--- src/rtl/led_flag_stretcher.sv ---
// Multi-channel LED status stretcher: turns single-cycle strobes into held, latched
// or blinking indicator levels, with a saturating accepted-event counter per channel.
module led_flag_stretcher #(
   parameter int NB_CH       = 4,
   parameter int HOLD_CYCLES = 100000000,
   parameter int BLINK_HALF  = 12500000,
   parameter int NB_CNT      = 8
) (
   input  logic                      clk100,
   input  logic                      i_resetn,
   input  logic                      i_enb,
   input  logic [NB_CH-1:0]          i_evt,
   input  logic [NB_CH-1:0]          i_clr,
   input  logic [2*NB_CH-1:0]        i_mode,
   output logic [NB_CH-1:0]          o_flag,
   output logic [NB_CH-1:0]          o_led,
   output logic [NB_CH*NB_CNT-1:0]   o_evt_cnt
);

   localparam int HOLD_W  = $clog2(HOLD_CYCLES);
   localparam int BLINK_W = $clog2(BLINK_HALF + 1);

   localparam logic [HOLD_W-1:0]  HOLD_LOAD  = HOLD_W'(HOLD_CYCLES - 1);
   localparam logic [BLINK_W-1:0] BLINK_LOAD = BLINK_W'(BLINK_HALF - 1);
   localparam logic [NB_CNT-1:0]  CNT_MAX    = '1;

   localparam logic [1:0] MODE_ONESHOT = 2'd0;
   localparam logic [1:0] MODE_BLINK   = 2'd2;
   localparam logic [1:0] MODE_LATCH   = 2'd3;

   typedef enum logic [1:0] {
      IDLE    = 2'd0,
      ACTIVE  = 2'd1,
      LATCHED = 2'd2
   } state_t;

   for (genvar g = 0; g < NB_CH; g++) begin : g_ch
      state_t             state;
      logic [HOLD_W-1:0]  hold_tmr;
      logic [BLINK_W-1:0] blink_tmr;
      logic               phase;
      logic [NB_CNT-1:0]  cnt;
      logic               flag;
      logic               led;

      logic [1:0] mode;
      logic       accept;
      logic       retrig;
      logic       count_evt;
      logic       phase_nxt;

      assign mode   = i_mode[2*g +: 2];
      assign accept = i_enb & i_evt[g] & ~i_clr[g];
      assign retrig = accept & (mode != MODE_ONESHOT);
      // One-shot ignores events only while its hold timer is running.
      assign count_evt = accept & ((state != ACTIVE) | (mode != MODE_ONESHOT));
      assign phase_nxt = (blink_tmr == '0) ? ~phase : phase;

      always_ff @(posedge clk100) begin
         if (!i_resetn || i_clr[g]) begin
            state     <= IDLE;
            hold_tmr  <= '0;
            blink_tmr <= '0;
            phase     <= 1'b0;
            cnt       <= '0;
            flag      <= 1'b0;
            led       <= 1'b0;
         end else begin
            if (count_evt && (cnt != CNT_MAX))
               cnt <= cnt + 1'b1;

            case (state)
               IDLE: begin
                  if (accept) begin
                     flag <= 1'b1;
                     led  <= 1'b1;
                     if (mode == MODE_LATCH) begin
                        state <= LATCHED;
                     end else begin
                        state     <= ACTIVE;
                        hold_tmr  <= HOLD_LOAD;
                        blink_tmr <= BLINK_LOAD;
                        phase     <= 1'b1;
                     end
                  end
               end

               ACTIVE: begin
                  if (mode == MODE_LATCH) begin
                     state     <= LATCHED;
                     hold_tmr  <= '0;
                     blink_tmr <= '0;
                     phase     <= 1'b0;
                     led       <= 1'b1;
                  end else if ((hold_tmr == '0) && !retrig) begin
                     state     <= IDLE;
                     blink_tmr <= '0;
                     phase     <= 1'b0;
                     flag      <= 1'b0;
                     led       <= 1'b0;
                  end else begin
                     // Blink phase free-runs across retriggers; only the hold timer reloads.
                     hold_tmr  <= retrig ? HOLD_LOAD : hold_tmr - 1'b1;
                     blink_tmr <= (blink_tmr == '0) ? BLINK_LOAD : blink_tmr - 1'b1;
                     phase     <= phase_nxt;
                     led       <= (mode == MODE_BLINK) ? phase_nxt : 1'b1;
                  end
               end

               LATCHED: begin
                  if (mode != MODE_LATCH) begin
                     state     <= ACTIVE;
                     hold_tmr  <= HOLD_LOAD;
                     blink_tmr <= BLINK_LOAD;
                     phase     <= 1'b1;
                     led       <= 1'b1;
                  end
               end

               default: begin
                  state <= IDLE;
                  flag  <= 1'b0;
                  led   <= 1'b0;
               end
            endcase
         end
      end

      assign o_flag[g]                    = flag;
      assign o_led[g]                     = led;
      assign o_evt_cnt[NB_CNT*g +: NB_CNT] = cnt;
   end

endmodule

--- config.mk ---
export PLATFORM = sky130hd
export DESIGN_NAME = led_flag_stretcher
export DESIGN_NICKNAME = d
export VERILOG_FILES = /design/src/rtl/led_flag_stretcher.sv
export SDC_FILE = /design/constraint.sdc
export NUM_CORES = 1
export LEC_CHECK = 0
export ABC_AREA = 1
export BUFFER_PORTS_ARGS = -buffer_cell sky130_fd_sc_hd__buf_2
export CORE_MARGIN = 2
export CORE_UTILIZATION = 32
export CTS_CLUSTER_SIZE = 14
export DETAILED_ROUTE_END_ITERATION = 10
export PLACE_DENSITY_LB_ADDON = 0.3
export SETUP_SLACK_MARGIN = 0.3
export SYNTH_ARGS = -nofsm -noshare
export SYNTH_HDL_FRONTEND = slang
export SYNTH_SLANG_ARGS = --single-unit
--- constraint.sdc ---
create_clock -name clk100 -period 2.25 [get_ports clk100]
set_input_delay 0.45 -clock clk100 [delete_from_list [all_inputs] [get_ports clk100]]
set_output_delay 0.45 -clock clk100 [all_outputs]
set_load 0.02 [all_outputs]
Word level (Yosys, flattened, before mapping)
Index checks and enable logic that the tools add are counted.
Storage, ports and cells
  output and inout bits: 40
  bits of input ports: 19
  register bits: 256
  word-level logic and storage cells: 325
Cells by class
  $add $sub $neg: 12
  reduce and logical (&&, ||, !) cells: 57
  eq/ne operators: 56
  mux-type cells: 140
  bitwise gates (word level): 32
Operators by type and width (number)
  $mux 27: 24
  $mux 24: 24
  $pmux 27 s3: 4
  $pmux 24 s3: 4
  $logic_not 27->1: 4
  $sub 27x1->27 const B: 4
  $logic_not 24->1: 4
  $sub 24x1->24 const B: 4
  $mux 1: 48
  $ne 2x2->1 const B: 24
  $mux 2: 20
  $pmux 1 s3: 12
  $add 8x1->8 const B: 4
  $ne 8x8->1 const B: 4
  $reduce_and 4->1: 8
  $eq 2x2->1 const B: 12
  $ne 3x3->1 const B: 8
  $pmux 2 s3: 4
  $reduce_and 5->1: 4
  $and 1x1->1: 16
  $not 1->1: 12
  $reduce_and 3->1: 4
  $reduce_bool 3->1: 4
  $eq 2x1->1 const B: 4
  other kinds (8): 37

Logic depth before layout (Yosys ltp)
  depth after elaboration: 8
  gate-level depth with buffers: 13
  gate-level depth less buffers: 13

Worst setup path after synthesis
No wires, ideal clock.
  path type: reg-to-reg
  from: register g_ch[2].hold_tmr[0]
  to: register g_ch[2].hold_tmr[13]
  library setup time: 143 ps
  buffers on the path: 1
  data required time: 2107 ps
  period minus slack after synthesis: 1704 ps
  cell stages (with the launch flop): 13
  arrival: 1561 ps
  setup slack: 546 ps
  cells stage by stage: dfxtp_1 -> inv_1 -> ha_1 -> nand2_2 -> nor2_4 -> nand2_2 -> nor2_4 -> nand3b_4 -> nand2_8 -> nor2_4 -> buf_6 -> nand2_1 -> a21oi_2
Between the ends
  longest elaborated chain between the ends: 5
  elaborated cells between the ends (all ways): 9
  classes of those cells: add/sub (1); eq/ne (1); mux (4); reduce/logical (3)
RTL lines
  start: declaration: RTL line 39  | logic [HOLD_W-1:0] hold_tmr;
  start signal: assignment: RTL line 103  | hold_tmr <= retrig ? HOLD_LOAD : hold_tmr - 1'b1;
  $sub 27x1->27: RTL line 103
  $mux 27: RTL line 103
  $mux 27: RTL line 95  | end else if ((hold_tmr == '0) && !retrig) begin
  $mux 27: RTL line 89  | if (mode == MODE_LATCH) begin
  $pmux 27 s3: RTL line 72  | case (state)
Parallel ways exist; a longest one is shown, timed or not. The select of a mux whose other input is x is not followed.
A chain may end at the register's enable or synchronous reset.

Worst setup path after layout
  from: register g_ch[1].hold_tmr[10]
  to: register g_ch[1].phase
Between the ends
  longest elaborated chain between the ends: 5
RTL lines
  start: declaration: RTL line 39
  start signal: assignment: RTL line 103
  $logic_not 27->1: RTL line 95
  $logic_and 1x1->1: RTL line 95
  $mux 1: RTL line 95
  $mux 1: RTL line 89
  $pmux 1 s3: RTL line 72
  end signal: assignment: RTL line 105  | phase <= phase_nxt;
  end: declaration: RTL line 41  | logic phase;
Every way passes these cells.

==> Implementation_results.wiki <==
{| class="wikitable"
! Metric !! Value
|-
| Net switching power figure || 4.45 mW
|-
| Rows || 82
|-
| Die Wd || 230 um
|-
| Clock root cell || clkbuf_16
|-
| GRT Total Usage || 17.0%
|-
| Final critical delay including setup and external delays || 1.86 ns
|-
| Inserted Diodes || 0
|-
| Outcome || completed
|-
| Effective utilization at floorplan || between 30% and 40%
|-
| Final design utilization || approximately two fifths
|-
| Clk network pwr share || 41.9%
|-
| Detailed placer's ending HPWL || 33100 um
|-
| Floorplan die area || between 50000 and 60000 sq um
|-
| Antenna violations before repair || 0
|-
| Share of synthesized flip-flops with an asynchronous set or reset || 0%
|-
| Number of warnings issued by yosys || 0
|-
| Highest-delay cell along the critical path || dfxtp_1
|-
| Combined area of all synthesized cells || ~16000 sq um
|-
| Commonest cells post-synth || 607 x nand2_1, 422 x nor2_1, 288 x inv_1
|-
| Final weighted congestion in routability-driven placement || just under 0.9
|-
| Total negative slack || 0 ns
|-
| Via count || 16.9k
|-
| Portion of the post-synthesis area used by sequential elements || 31.4%
|-
| DRT iter0 DRCs || roughly 1.3k
|-
| Post-detailed-route via-to-cell ratio || 4.92
|-
| Number of synthesized register bits || 256
|-
| Height of the chip || 230 um
|-
| Count of input and output buffers || 58
|-
| Number of hold buffers added after CTS || 0
|-
| Net count after synthesis || about 2.7k
|-
| Residual DRC || 0
|-
| RSZ-0062 raised after global routing || yes
|-
| Count of antenna-violating nets left after detailed routing || 0
|-
| Maximum number of pins on one net before global-route repair || 41
|-
| Placeable Area || 50300 sq um
|-
| Clk sinks || between 200 and 300
|-
| Wire length per cell after detailed routing || between 10 and 15 um
|-
| Cell types occupying the most area after synthesis || dfxtp_1 31%, nand2_1 14%, nor2_1 9.7%
|-
| Avg Synthesized Cell Area || 6.20 sq um
|-
| FILL cells || 5393
|-
| Share of the synthesized area in the top cell type || 31.4%
|-
| Via count of the first global-routing pass || 15.9k
|-
| Commonest register cell after synthesis || dfxtp_1
|-
| Power density relative to cell area || between 700 and 800 nW/um^2
|-
| DP Worst Slack || -0.0606 ns
|-
| Data arrival time at the worst-slack endpoint || 2.28 ns
|-
| Clock tree buffer depth || 3
|-
| Number of enable-type register cells in the synthesized netlist || 0
|-
| Final-report setup violation count || 0
|-
| Comb power frac || 24.0%
|-
| Most frequently used cell type in the post-synthesis netlist || nand2_1
|-
| Final worst path period share || 82.8%
|-
| Global-route wire length before repair || 76400 um
|-
| Clock insertion delay at the later pin of the skew report || 0.54 ns
|-
| Transition time at the pin with the least slew margin || 0.554 ns
|-
| Tot Pwr || 14.0 mW
|-
| Maxcap violations || 0
|-
| Layout Skew || 0.0265 ns
|-
| Post-synthesis cell type count || 54
|-
| Largest delay share family, worst path || simple AND/OR/NAND/NOR gates
|-
| Total congestion overflow || 0
|-
| Count of pins on the block boundary || 59
|-
| Sum of buffers and inverters on the critical path || 3
|-
| Hold Slack || 0.255 ns
|-
| Inserted Clock Buffers || 34
|-
| Detailed-route wire length || 45700 um
|-
| Iteration count of the initial detailed-routing pass || 5
|-
| # nets final || 2782
|-
| Final Hold Vio Count || 0
|-
| Leakage power figure || a little over 9 nW
|-
| VDD IR max || 427 uV
|-
| Worst slew margin relative to its limit || between 60% and 70%
|-
| Crit path cell chain || nor2_2 > nand2_1 > nor2_2 > nand3_2 > nor3_4 > buf_4 > nor2_2 > buf_12 > inv_1 > nor2_1 > nor2_1 > nor2_1
|-
| Critical-path maximum fanout || 17
|-
| Share of post-route cells with drive strength above 1 || roughly 14%
|-
| H-tree lvl count || 2
|-
| Switching Share || 31.9%
|-
| Final-report max-slew violation count || 0
|-
| Count of mapped cells out of synthesis || 2630
|-
| Startpoint Class || flip-flop
|-
| Path type of the worst min-delay path || input port to flip-flop
|-
| Maximum cell stage delay along the critical path || about 0.35 ns
|-
| Dominant cell type by area after synthesis || dfxtp_1
|-
| Critical path data required time || 2.67 ns
|-
| Area grow syn2layout || 17.8%
|-
| Type of the worst setup path || flip-flop to flip-flop
|-
| Endpoint class of the critical path || flip-flop
|-
| Internal cell power || 9.52 mW
|-
| CTS tree || done
|-
| FMAX || 537 MHz
|-
| Final critical-path setup slack || 0.388 ns
|-
| Clock transition at the registers of the reported paths || 0.06 ns
|-
| Sequential share of power || 34.1%
|}
-- per-stage QoR --
stage / instances / instance area [sq um]
after detailed placement: 3368 / 17700
after global placement: 3368 / 17700
final: 3444 / 19200
after global routing: 3444 / 19200
after floorplan: 2630 / 16300
after CTS: 3433 / 19000
-- path summary, 6_finish.rpt --
kind	from	endpoint	slack, ns	cells past startpoint
hold reg to reg	g_ch[1].flag	g_ch[1].flag	0.46	2
hold / removal	i_clr[2]	g_ch[2].flag	0.26	4
setup reg to reg	g_ch[1].hold_tmr[10]	g_ch[1].phase	0.39	12
setup / recovery	g_ch[1].hold_tmr[10]	g_ch[1].phase	0.39	12
-- cell type report --
type	instances	area (sq um)	share of cell area, %
Clock buffer	48	1030	5.38
Multi-Input combinational cell	1984	9730	50.6
Timing Repair Buffer	162	1150	5.98
Sequential cell	256	5130	26.7
Clock inverter	13	169	0.879
Tap cell	672	841	4.37
Inverter	309	1170	6.10
-- routing by layer --
metal / GRT usage (%) / vias to the layer above / wire length (um) / part of all wire (%)
li1: - / 8754 / - / -
met1: 22.4 / 7746 / 21700 / 48
met2: 28.3 / 366 / 20700 / 45
met3: 2.34 / 76 / 1950 / 4.3
met4: 6.41 / 0 / 1380 / 3.0
met5: 0 / - / 0 / 0
-- logic make-up after synthesis --
group                    Yosys count  share of synthesized area (%)
AND/OR/NAND/NOR                 1478                           40.3
AO/OA/AOI/OAI                    444                           14.5
buffers and inverters            391                           10.1
flip-flops                       256                           31.4
XOR/XNOR                          45                           2.42
adder cells (fa/ha/maj)           16                           1.23
-- worst min-delay path: cells and delay by family --
kind            cells  cell delay, ns
compound gates      1            0.05
buf+inv             1            0.13
simple gates        2            0.12
-- repair_timing --
| item | in CTS | in global routing |
|---|---|---|
| pin swaps | 4 | 14 |
| gates cloned | 0 | 1 |
| setup buffers | 4 | 10 |
| gates resized for setup | 3 | 48 |
| endpoints found under the setup margin | 52 | 179 |
-- flip-flops by register name (all words and copies together), names as in the netlist --
signal / cells
g_ch.blink_tmr: 96
g_ch.cnt: 32
g_ch.flag: 4
g_ch.hold_tmr: 108
g_ch.led: 4
g_ch.phase: 4
g_ch.state: 8
-- power groups by stage --
stage | combinational, mW | clock (mW) | sequential (mW)
2_1_floorplan | 2.40 | 0 | 4.84
3_3_place_gp | 3.18 | 0 | 4.86
3_5_place_dp | 3.21 | 0 | 4.86
4_1_cts | 3.25 | 6.03 | 4.76
5_1_grt | 3.80 | 6.20 | 4.78
6_report | 3.35 | 5.85 | 4.77
-- placed cells by master, fill, tap and decap left out, types with 28 or more instances in the layout --
cell,instances
inv_1,285
nor3_1,58
clkbuf_16,35
o21ai_0,173
nand2_2,28
dfxtp_1,255
nand4_1,48
a21oi_1,191
nand2_1,604
buf_4,97
nor2_2,45
nand3_1,214
o21ai_1,31
buf_2,58
nor2_1,401
Power figures use the tool's default switching activity.
